--- src/rtl/fb_pkg.sv ---
// Shared framebuffer definitions: AXI response codes, default pixel width
// and a small response classification helper.
package fb_pkg;

  localparam int PIXEL_BITS_DEFAULT = 12;

  typedef logic [1:0] axi_resp_t;

  localparam axi_resp_t AXI_RESP_OKAY   = 2'b00;
  localparam axi_resp_t AXI_RESP_SLVERR = 2'b10;

  function automatic logic resp_is_error(input axi_resp_t resp);
    return resp != AXI_RESP_OKAY;
  endfunction

endpackage

--- src/rtl/fb_reader_fifo.sv ---
// Synchronous response FIFO for fb_reader; the head entry is read straight
// from the storage flops, so data is visible the cycle after it is written.
module fb_reader_fifo #(
  parameter int WIDTH = 12,
  parameter int DEPTH = 4
) (
  input  logic             clk,
  input  logic             rst_n,
  input  logic             w_inc,
  input  logic [WIDTH-1:0] w_data,
  input  logic             r_inc,
  output logic [WIDTH-1:0] r_data,
  output logic             empty,
  output logic             full
);

  localparam int AW = $clog2(DEPTH);

  logic [WIDTH-1:0] mem_q [DEPTH];
  logic [WIDTH-1:0] mem_d [DEPTH];
  logic [AW:0]      wptr_q, wptr_d;
  logic [AW:0]      rptr_q, rptr_d;

  // Pointers carry one extra wrap bit so full and empty are distinguishable.
  assign empty  = (wptr_q == rptr_q);
  assign full   = (wptr_q[AW] != rptr_q[AW]) && (wptr_q[AW-1:0] == rptr_q[AW-1:0]);
  assign r_data = mem_q[rptr_q[AW-1:0]];

  always_comb begin
    mem_d  = mem_q;
    wptr_d = wptr_q;
    rptr_d = rptr_q;
    if (w_inc && !full) begin
      mem_d[wptr_q[AW-1:0]] = w_data;
      wptr_d = wptr_q + (AW+1)'(1);
    end
    if (r_inc && !empty) begin
      rptr_d = rptr_q + (AW+1)'(1);
    end
  end

  always_ff @(posedge clk or negedge rst_n) begin
    if (!rst_n) begin
      mem_q  <= '{default: '0};
      wptr_q <= '0;
      rptr_q <= '0;
    end else begin
      mem_q  <= mem_d;
      wptr_q <= wptr_d;
      rptr_q <= rptr_d;
    end
  end

  a_no_overflow: assert property (@(posedge clk) disable iff (!rst_n) !(w_inc && full));

endmodule

--- src/rtl/fb_reader.sv ---
// fb_reader: turns framebuffer addresses into AXI reads and returns colors in order.
// Define FB_READER_RRESP_CHECK_EN to zero errored beats and raise a sticky out_err.
module fb_reader
  import fb_pkg::*;
#(
  parameter int PIXEL_BITS     = PIXEL_BITS_DEFAULT,
  parameter int AXI_ADDR_WIDTH = 20,
  parameter int AXI_DATA_WIDTH = 16,
  parameter int DEPTH          = 4
) (
  input  logic                      clk,
  input  logic                      rst_n,
  input  logic                      axi_tvalid,
  output logic                      axi_tready,
  input  logic [AXI_ADDR_WIDTH-1:0] addr,
  output logic                      out_axi_tvalid,
  input  logic                      out_axi_tready,
  output logic [PIXEL_BITS-1:0]     out_color,
  output logic                      out_err,
  output logic [AXI_ADDR_WIDTH-1:0] sram_axi_araddr,
  output logic                      sram_axi_arvalid,
  input  logic                      sram_axi_arready,
  input  logic [AXI_DATA_WIDTH-1:0] sram_axi_rdata,
  input  logic [1:0]                sram_axi_rresp,
  input  logic                      sram_axi_rvalid,
  output logic                      sram_axi_rready
);

  localparam int            CW         = $clog2(DEPTH) + 1;
  localparam logic [CW-1:0] CREDIT_MAX = CW'(DEPTH);

  logic                      active_q;
  logic [CW-1:0]             credits_used_q, credits_used_d;
  logic [AXI_ADDR_WIDTH-1:0] araddr_q, araddr_d;
  logic                      arvalid_q, arvalid_d;
  logic                      in_hs, out_hs, r_hs;
  logic                      fifo_empty, fifo_full;
  logic [PIXEL_BITS-1:0]     w_color;
  logic                      unused_rdata;

  // Handshakes stay off until the first clock after reset release.
  assign axi_tready       = active_q && (credits_used_q < CREDIT_MAX) &&
                            (!arvalid_q || sram_axi_arready);
  assign sram_axi_rready  = active_q;
  assign sram_axi_araddr  = araddr_q;
  assign sram_axi_arvalid = arvalid_q;
  assign out_axi_tvalid   = !fifo_empty;

  assign in_hs        = axi_tvalid && axi_tready;
  assign out_hs       = out_axi_tvalid && out_axi_tready;
  assign r_hs         = sram_axi_rvalid && sram_axi_rready;
  assign unused_rdata = ^sram_axi_rdata;

  always_comb begin
    credits_used_d = credits_used_q;
    if (in_hs && !out_hs) begin
      credits_used_d = credits_used_q + CW'(1);
    end else if (!in_hs && out_hs) begin
      credits_used_d = credits_used_q - CW'(1);
    end

    araddr_d  = araddr_q;
    arvalid_d = arvalid_q;
    if (in_hs) begin
      araddr_d  = addr;
      arvalid_d = 1'b1;
    end else if (sram_axi_arready) begin
      arvalid_d = 1'b0;
    end
  end

  always_ff @(posedge clk or negedge rst_n) begin
    if (!rst_n) begin
      active_q       <= 1'b0;
      credits_used_q <= '0;
      araddr_q       <= '0;
      arvalid_q      <= 1'b0;
    end else begin
      active_q       <= 1'b1;
      credits_used_q <= credits_used_d;
      araddr_q       <= araddr_d;
      arvalid_q      <= arvalid_d;
    end
  end

`ifdef FB_READER_RRESP_CHECK_EN
  logic err_q, err_d;
  logic resp_bad;

  // An errored beat still consumes its FIFO slot so ordering is preserved.
  assign resp_bad = resp_is_error(sram_axi_rresp);
  assign w_color  = resp_bad ? '0 : sram_axi_rdata[PIXEL_BITS-1:0];
  assign out_err  = err_q;

  always_comb begin
    err_d = err_q;
    if (r_hs && resp_bad) begin
      err_d = 1'b1;
    end
  end

  always_ff @(posedge clk or negedge rst_n) begin
    if (!rst_n) begin
      err_q <= 1'b0;
    end else begin
      err_q <= err_d;
    end
  end
`else
  logic unused_rresp;

  assign unused_rresp = ^sram_axi_rresp;
  assign w_color      = sram_axi_rdata[PIXEL_BITS-1:0];
  assign out_err      = 1'b0;
`endif

  fb_reader_fifo #(
    .WIDTH (PIXEL_BITS),
    .DEPTH (DEPTH)
  ) u_fifo (
    .clk    (clk),
    .rst_n  (rst_n),
    .w_inc  (r_hs),
    .w_data (w_color),
    .r_inc  (out_hs),
    .r_data (out_color),
    .empty  (fifo_empty),
    .full   (fifo_full)
  );

endmodule

--- config.mk ---
export PLATFORM = sky130hd
export DESIGN_NAME = fb_reader
export DESIGN_NICKNAME = d
export VERILOG_FILES = /design/src/rtl/fb_pkg.sv /design/src/rtl/fb_reader_fifo.sv /design/src/rtl/fb_reader.sv
export SDC_FILE = /design/constraint.sdc
export NUM_CORES = 1
export LEC_CHECK = 0
export ABC_CLOCK_PERIOD_IN_PS = 2560
export CAP_MARGIN = 25
export CELL_PAD_IN_SITES_DETAIL_PLACEMENT = 0
export CELL_PAD_IN_SITES_GLOBAL_PLACEMENT = 2
export CORE_ASPECT_RATIO = 1.75
export CORE_MARGIN = 2
export CORE_UTILIZATION = 34
export DETAILED_ROUTE_END_ITERATION = 8
export DONT_BUFFER_PORTS = 1
export PLACE_DENSITY = 0.6
export SKIP_LAST_GASP = 1
export SLEW_MARGIN = 20
export SYNTH_ARGS = -nofsm -noshare
export SYNTH_HDL_FRONTEND = slang
export SYNTH_HIERARCHICAL = 1
export SYNTH_SLANG_ARGS = --single-unit
--- constraint.sdc ---
create_clock -name clk -period 2.56 [get_ports clk]
set_clock_uncertainty 0.2 [all_clocks]
set_input_delay 0.384 -clock clk [delete_from_list [all_inputs] [get_ports clk]]
set_output_delay 0.384 -clock clk [all_outputs]
set_load 0.02 [all_outputs]
==> results of run 1 <==
==> worst register-to-register path, cell delays in order, from the launching register on <==
cell and delay, ns:
dfrtp_1 0.47, xor2_4 0.21, nor3_1 0.14, inv_1 0.08, nand2_1 0.08, ha_1 0.18, inv_1 0.06, fa_1 0.37
xor2_1 0.15, nor2_1 0.11, xor2_1 0.16
==> cells in the final DEF (no fill, tap or decap), types with 6 or more instances in the layout <==
cell type and count:
dfrtp_1 79, ha_1 6, mux4_2 12, mux2_4 21, inv_1 7, dlygate4sd3_1 34, mux2_2 50, nand2_1 8
buf_4 12, clkbuf_16 9
==> how the worst max path moves through the flow <==
stage	from	end	slack, ns	depth (start not counted)
after floorplan	u_fifo/rptr_q[1]	credits_used_q[1]	0.12	9
after global placement	u_fifo/rptr_q[2]	credits_used_q[2]	0.27	10
after detailed placement	u_fifo/rptr_q[2]	credits_used_q[2]	0.27	10
after CTS	u_fifo/rptr_q[0]	out_color[1]	0.24	2
after global routing	u_fifo/rptr_q[0]	credits_used_q[2]	0.08	10
final	u_fifo/rptr_q[2]	credits_used_q[2]	0.29	10
==> final cells by class <==
class	instances	area (um^2)	area share, %
inverter	7	26.3	0.580
timing repair buffer	48	478	10.6
multi-input combinational	130	1610	35.5
tap	130	163	3.59
clock inverter	3	18.8	0.414
sequential	79	1980	43.7
clock buffer	12	256	5.66
==> registers in the layout, indices dropped and copies added (netlist names) <==
name and cells:
u_fifo/rptr_q 3, sram_axi_arvalid 1, u_fifo/mem_q 48, sram_axi_rready 1
sram_axi_araddr 20, u_fifo/wptr_q 3, credits_used_q 3
==> power by group <==
part / internal, mW / total, mW / leakage [nW] / switching (mW)
sequential: 1.88 / 2.46 / 0.946 / 0.579
clock: 0.702 / 1.17 / 0.138 / 0.472
combinational: 1.30 / 2.44 / 0.902 / 1.14
total: 3.88 / 6.07 / 1.99 / 2.19
==> metal layers <==
layer  routed length, um  GRT usage, %  vias to the layer above
li1                    -             -                      909
met1                2720          13.9                     1055
met2                3830          22.9                       64
met3                 366          3.89                        9
met4                 138          5.95                        0
met5                   0             0                        -
==> stage by stage <==
step | cells | util (%) | cell area (um^2) | hold slack, ns | worst slack [ns]
6_report | 409 | 42.3 | 4530 | 0.0648 | 0.285
3_5_place_dp | 359 | 36.3 | 3880 | -0.109 | 0.273
4_1_cts | 408 | 42.2 | 4520 | 0.000626 | 0.237
5_1_grt | 409 | 42.3 | 4530 | 0.0650 | 0.0823
2_1_floorplan | 228 | - | 3720 | -0.112 | 0.119
3_3_place_gp | 359 | 36.3 | 3880 | -0.109 | 0.272
==> what timing repair did <==
item | CTS | global route
resized for setup | 0 | 0
endpoints found under the hold margin | 146 | 1
endpoints found under the setup margin | 0 | 0
hold buffers | 34 | 1
==> metrics.md, run 1 <==
| Metric | Value |
|---|---|
| Setup TNS | 0 ns |
| Vias after detailed routing | about 2000 |
| Worst hold path type | in2reg |
| Tot GR Track Use | 12.9% |
| Dpl hpwl | 4.58 mm |
| Final hold vios | 0 |
| Reg2reg path depth | 10 |
| Crit Path Max Fanout | 3 |
| Global route total overflow | 0 |
| Synthesized instance count | around 230 |
| Max-Cap Viols | 0 |
| Layout cells sized above 1 | 43.4% |
| Reg2reg start | u_fifo/rptr_q[2] |
| CP delay by family, top | adder cells |
| Clock Tree Buf Depth | 2 |
| DRT Pass-1 Iters | 4 |
| Worst Hold End | sram_axi_arvalid |
| Fin. max-slew vios | 0 |
| Area Growth Syn to Fin | 21.9% |
| CTS root buffer | clkbuf_16 |
| IO Count | 81 |
| Largest net degree at the start of global routing | 80 |
| Synth Cell Area | between 3000 and 4000 um^2 |
| Port Buffers | 0 |
| Status | finished, final reports clean |
| Initial drt markers | 68 |
| Antenna viol nets, final | 0 |
| Largest stage delay on the critical path | roughly 0.47 ns |
| Die height | between 100 and 150 um |
| Static Leak | 1.99 nW |
| Initial core utilization | 34.7% |
| Clock Pin Slew Worst Setup and Hold Paths | 0.06 ns |
| Total power | about 6.1 mW |
| DRC viols | 0 |
| Crit path buf inv count | 2 |
| Initial antenna violation count | 0 |
| Worst r2r dst | credits_used_q[2] |
| Slowest cell on crit path | dfrtp_1 |
| Final wirelength | between 7 and 8 mm |
| Synthesized Nets | 279 |
| Gpl congestion | 0.727 |
| Global-route wire length before repair | 11.7 mm |
| WL per Instance | 17.3 um |
| RSZ-0062 raised after global routing | no |
| Die width | approximately 83 um |
| FP Rows | 50 |
| Core Region | around 11000 um^2 |
| # setup viols final | 0 |
| Worst Setup End Kind | flip-flop |
| Setup repair bufs after CTS | 0 |
| FF-to-FF setup slack | 0.29 ns |
| Data arrival, critical path | 2.33 ns |
| Post-layout min period | 2.27 ns |
| CP cell instances | xor2_4, nor3_1, inv_1, nand2_1, ha_1, inv_1, fa_1, xor2_1, nor2_1, xor2_1 |
| Beginning of the worst hold path | sram_axi_arready |
| CTS H-Tree Depth | 3 |
| Die ar. | 11800 um^2 |
| Fin crit share | 88.9% |
| Yosys warns | 6 |
| Clk sinks | 79 |
| WP data required | 2.61 ns |
| Hold path depth | 2 |
| Kind of critical path | reg2reg |
| Syn avg cell area | 16.3 um^2 |
| Vias per inst | between 4 and 5 |
| Clock Latency Late Sink | 0.33 ns |
| Fill cells | 968 |
| Final nets | 326 |
| Power Density | 1340 nW/um^2 |
| N_diodes | 0 |
| Peak supply drop | 0.000514 V |
| Vias in the first global route | 2310 |
| CTS tree | built |
| Total CTS buffers | 9 |
| Startpoint class of the critical path | flip-flop |
| Fmax | 440 MHz |
(Power assumes the default switching activity.)
==> run 2, diff against run 1 <==
--- a/config.mk
+++ b/config.mk
@@ -11,10 +11,10 @@
 export CELL_PAD_IN_SITES_GLOBAL_PLACEMENT = 2
 export CORE_ASPECT_RATIO = 1.75
 export CORE_MARGIN = 2
-export CORE_UTILIZATION = 34
+export CORE_UTILIZATION = 44
 export DETAILED_ROUTE_END_ITERATION = 8
 export DONT_BUFFER_PORTS = 1
-export PLACE_DENSITY = 0.6
+export PLACE_DENSITY = 0.75
 export SKIP_LAST_GASP = 1
 export SLEW_MARGIN = 20
 export SYNTH_ARGS = -nofsm -noshare
==> run 2 against run 1 <==
- setup slack hardly changed
- critical endpoint is now credits_used_q[1]
- cell area shrank 1.3%
- routed wire length shrank 4.0%
- highest routed layer unchanged
==> metrics.md, run 2 (synthesis results as in run 1) <==
| Metric | Value |
|---|---|
| Data arrival, critical path | 2.29 ns (-0.04 ns) |
| FP Rows | 44 (-12%) |
| Setup repair bufs after CTS | 0 (unchanged) |
| Worst Hold End | u_fifo/mem_q[7] |
| Vias after detailed routing | 2006 (-1.5%) |
| Area Growth Syn to Fin | 20.2% |
| Max-Cap Viols | 0 (unchanged) |
| Clk sinks | 79 (unchanged) |
| Static Leak | 1.98 nW (-0.30%) |
| Initial antenna violation count | 0 (unchanged) |
| Worst Setup End Kind | flip-flop |
| Global-route wire length before repair | 11.0 mm (-6.4%) |
| CTS root buffer | clkbuf_16 |
| Layout cells sized above 1 | 43.7% (+0.36 points) |
| Core Region | 8260 um^2 (-23%) |
| WP data required | 2.57 ns (-0.04 ns) |
| Antenna viol nets, final | 0 (unchanged) |
| Initial drt markers | 73 (+7.4%) |
| Tot GR Track Use | 16.0% (+3.1 points) |
| Fin crit share | 88.9% (about the same) |
| Reg2reg start | u_fifo/rptr_q[0] |
| Final wirelength | 6.78 mm (-4.0%) |
| Fin. max-slew vios | 0 (unchanged) |
| Initial core utilization | 45.0% (+10 points) |
| Global route total overflow | 0 (unchanged) |
| IO Count | 81 (unchanged) |
| Die ar. | 9230 um^2 (-22%) |
| CTS tree | built |
| Worst hold path type | in2reg |
| Fmax | 440 MHz (about the same) |
| Power Density | 1350 nW/um^2 (+0.85%) |
| Beginning of the worst hold path | sram_axi_rdata[7] |
| Vias per inst | 5.41 (+8.6%) |
| N_diodes | 0 (unchanged) |
| Peak supply drop | 0.000583 V (+13%) |
| Die height | 126 um (-12%) |
| Post-layout min period | 2.27 ns (+0.000170 ns) |
| Kind of critical path | reg2reg |
| Startpoint class of the critical path | flip-flop |
| Hold path depth | 1 (-1) |
| Reg2reg path depth | 8 (-2) |
| RSZ-0062 raised after global routing | no |
| Setup TNS | 0 ns (unchanged) |
| Clock Tree Buf Depth | 2 (unchanged) |
| Clock Pin Slew Worst Setup and Hold Paths | 0.06 ns (about the same) |
| Die width | 73.5 um (-12%) |
| Largest net degree at the start of global routing | 80 (unchanged) |
| Status | finished, final reports clean |
| Vias in the first global route | 2249 (-2.6%) |
| DRC viols | 0 (unchanged) |
| FF-to-FF setup slack | 0.29 ns (about the same) |
| CTS Hold Bufs | 34 (unchanged) |
| Commonest non-fill, non-tap cells in the layout | dfrtp_1, mux2_2, dlygate4sd3_1, mux2_4, buf_4 |
| Total CTS buffers | 9 (unchanged) |
| CTS H-Tree Depth | 3 (unchanged) |
| Port Buffers | 0 (unchanged) |
| Worst r2r dst | credits_used_q[1] |
| # setup viols final | 0 (unchanged) |
| Final core utilization | 54.1% (+12 points) |
| DRT Pass-1 Iters | 5 (+1) |
| Crit Path Max Fanout | 4 (+1) |
| Final nets | 326 (unchanged) |
| Biggest register | u_fifo/mem_q |
| Commonest non-fill, non-tap cell in the layout | dfrtp_1 |
| Resized Gates After CTS | 0 (unchanged) |
| Final hold vios | 0 (unchanged) |
| WL per Instance | 18.3 um (+5.9%) |
| Gpl congestion | 0.720 (-0.95%) |
| Dpl hpwl | 4.38 mm (-4.3%) |
| Max FFs per register | 48 (unchanged) |
| Clock Latency Late Sink | 0.33 ns (about the same) |
-- run 2: cell types whose count changed in the layout (fill, tap and decap cells not counted), sizes merged --
cell | previous run | this run
dlygate4sd3 | 34 | 33
buf | 14 | 15
clkinvlp | 0 | 1
clkbuf | 12 | 11
-- run 2: how the worst max path moves through the flow --
stage	startpoint	endpoint	slack (ns)	cells past startpoint
floorplan	u_fifo/rptr_q[1]	credits_used_q[1]	0.12	9
global placement	u_fifo/rptr_q[2]	credits_used_q[2]	0.30	10
detailed placement	u_fifo/rptr_q[2]	credits_used_q[2]	0.27	10
CTS	u_fifo/rptr_q[0]	out_color[1]	0.25	2
global route	u_fifo/rptr_q[0]	credits_used_q[2]	0.07	10
finish	u_fifo/rptr_q[0]	credits_used_q[1]	0.29	8
-- run 2: stage by stage --
stage	cells	hold WS (ns)	total power, mW	area [um^2]	setup slack, ns
after floorplan	228	-0.112	4.40	3720	0.119
after global placement	322	-0.110	4.83	3840	0.295
after CTS	371	0.00124	6.14	4470	0.247
after detailed placement	322	-0.109	4.89	3840	0.274
after global routing	371	0.00118	6.43	4470	0.0678
final	371	0.0150	6.04	4470	0.285
-- run 2: layout make-up --
class,count,area (um^2)
fill,679,3790
sequential,79,1980
multi-input combinational,130,1610
timing repair buffer,48,475
clock buffer,11,243
tap,92,115
inverter,7,26.3
clock inverter,4,22.5
-- run 2: critical path, cell delays in order (launching register included) --
cell,delay (ns)
dfrtp_1,0.38
xor2_1,0.35
nor3_1,0.11
inv_1,0.09
nand2_1,0.07
ha_1,0.21
inv_1,0.08
fa_1,0.40
mux2_2,0.27
-- run 2: metal layers --
metal | up-vias | global-route usage, % | part of all wire, %
met1 | 1024 | 16.7 | 38
met5 | - | 0 | 0
met3 | 13 | 4.27 | 5.5
li1 | 901 | - | -
met4 | 0 | 9.20 | 3.0
met2 | 68 | 27.7 | 54
-- run 2: power breakdown --
group | internal, mW | total (mW) | switching (mW)
combinational | 1.30 | 2.43 | 1.13
sequential | 1.88 | 2.46 | 0.586
clock | 0.672 | 1.14 | 0.471
total | 3.85 | 6.04 | 2.19
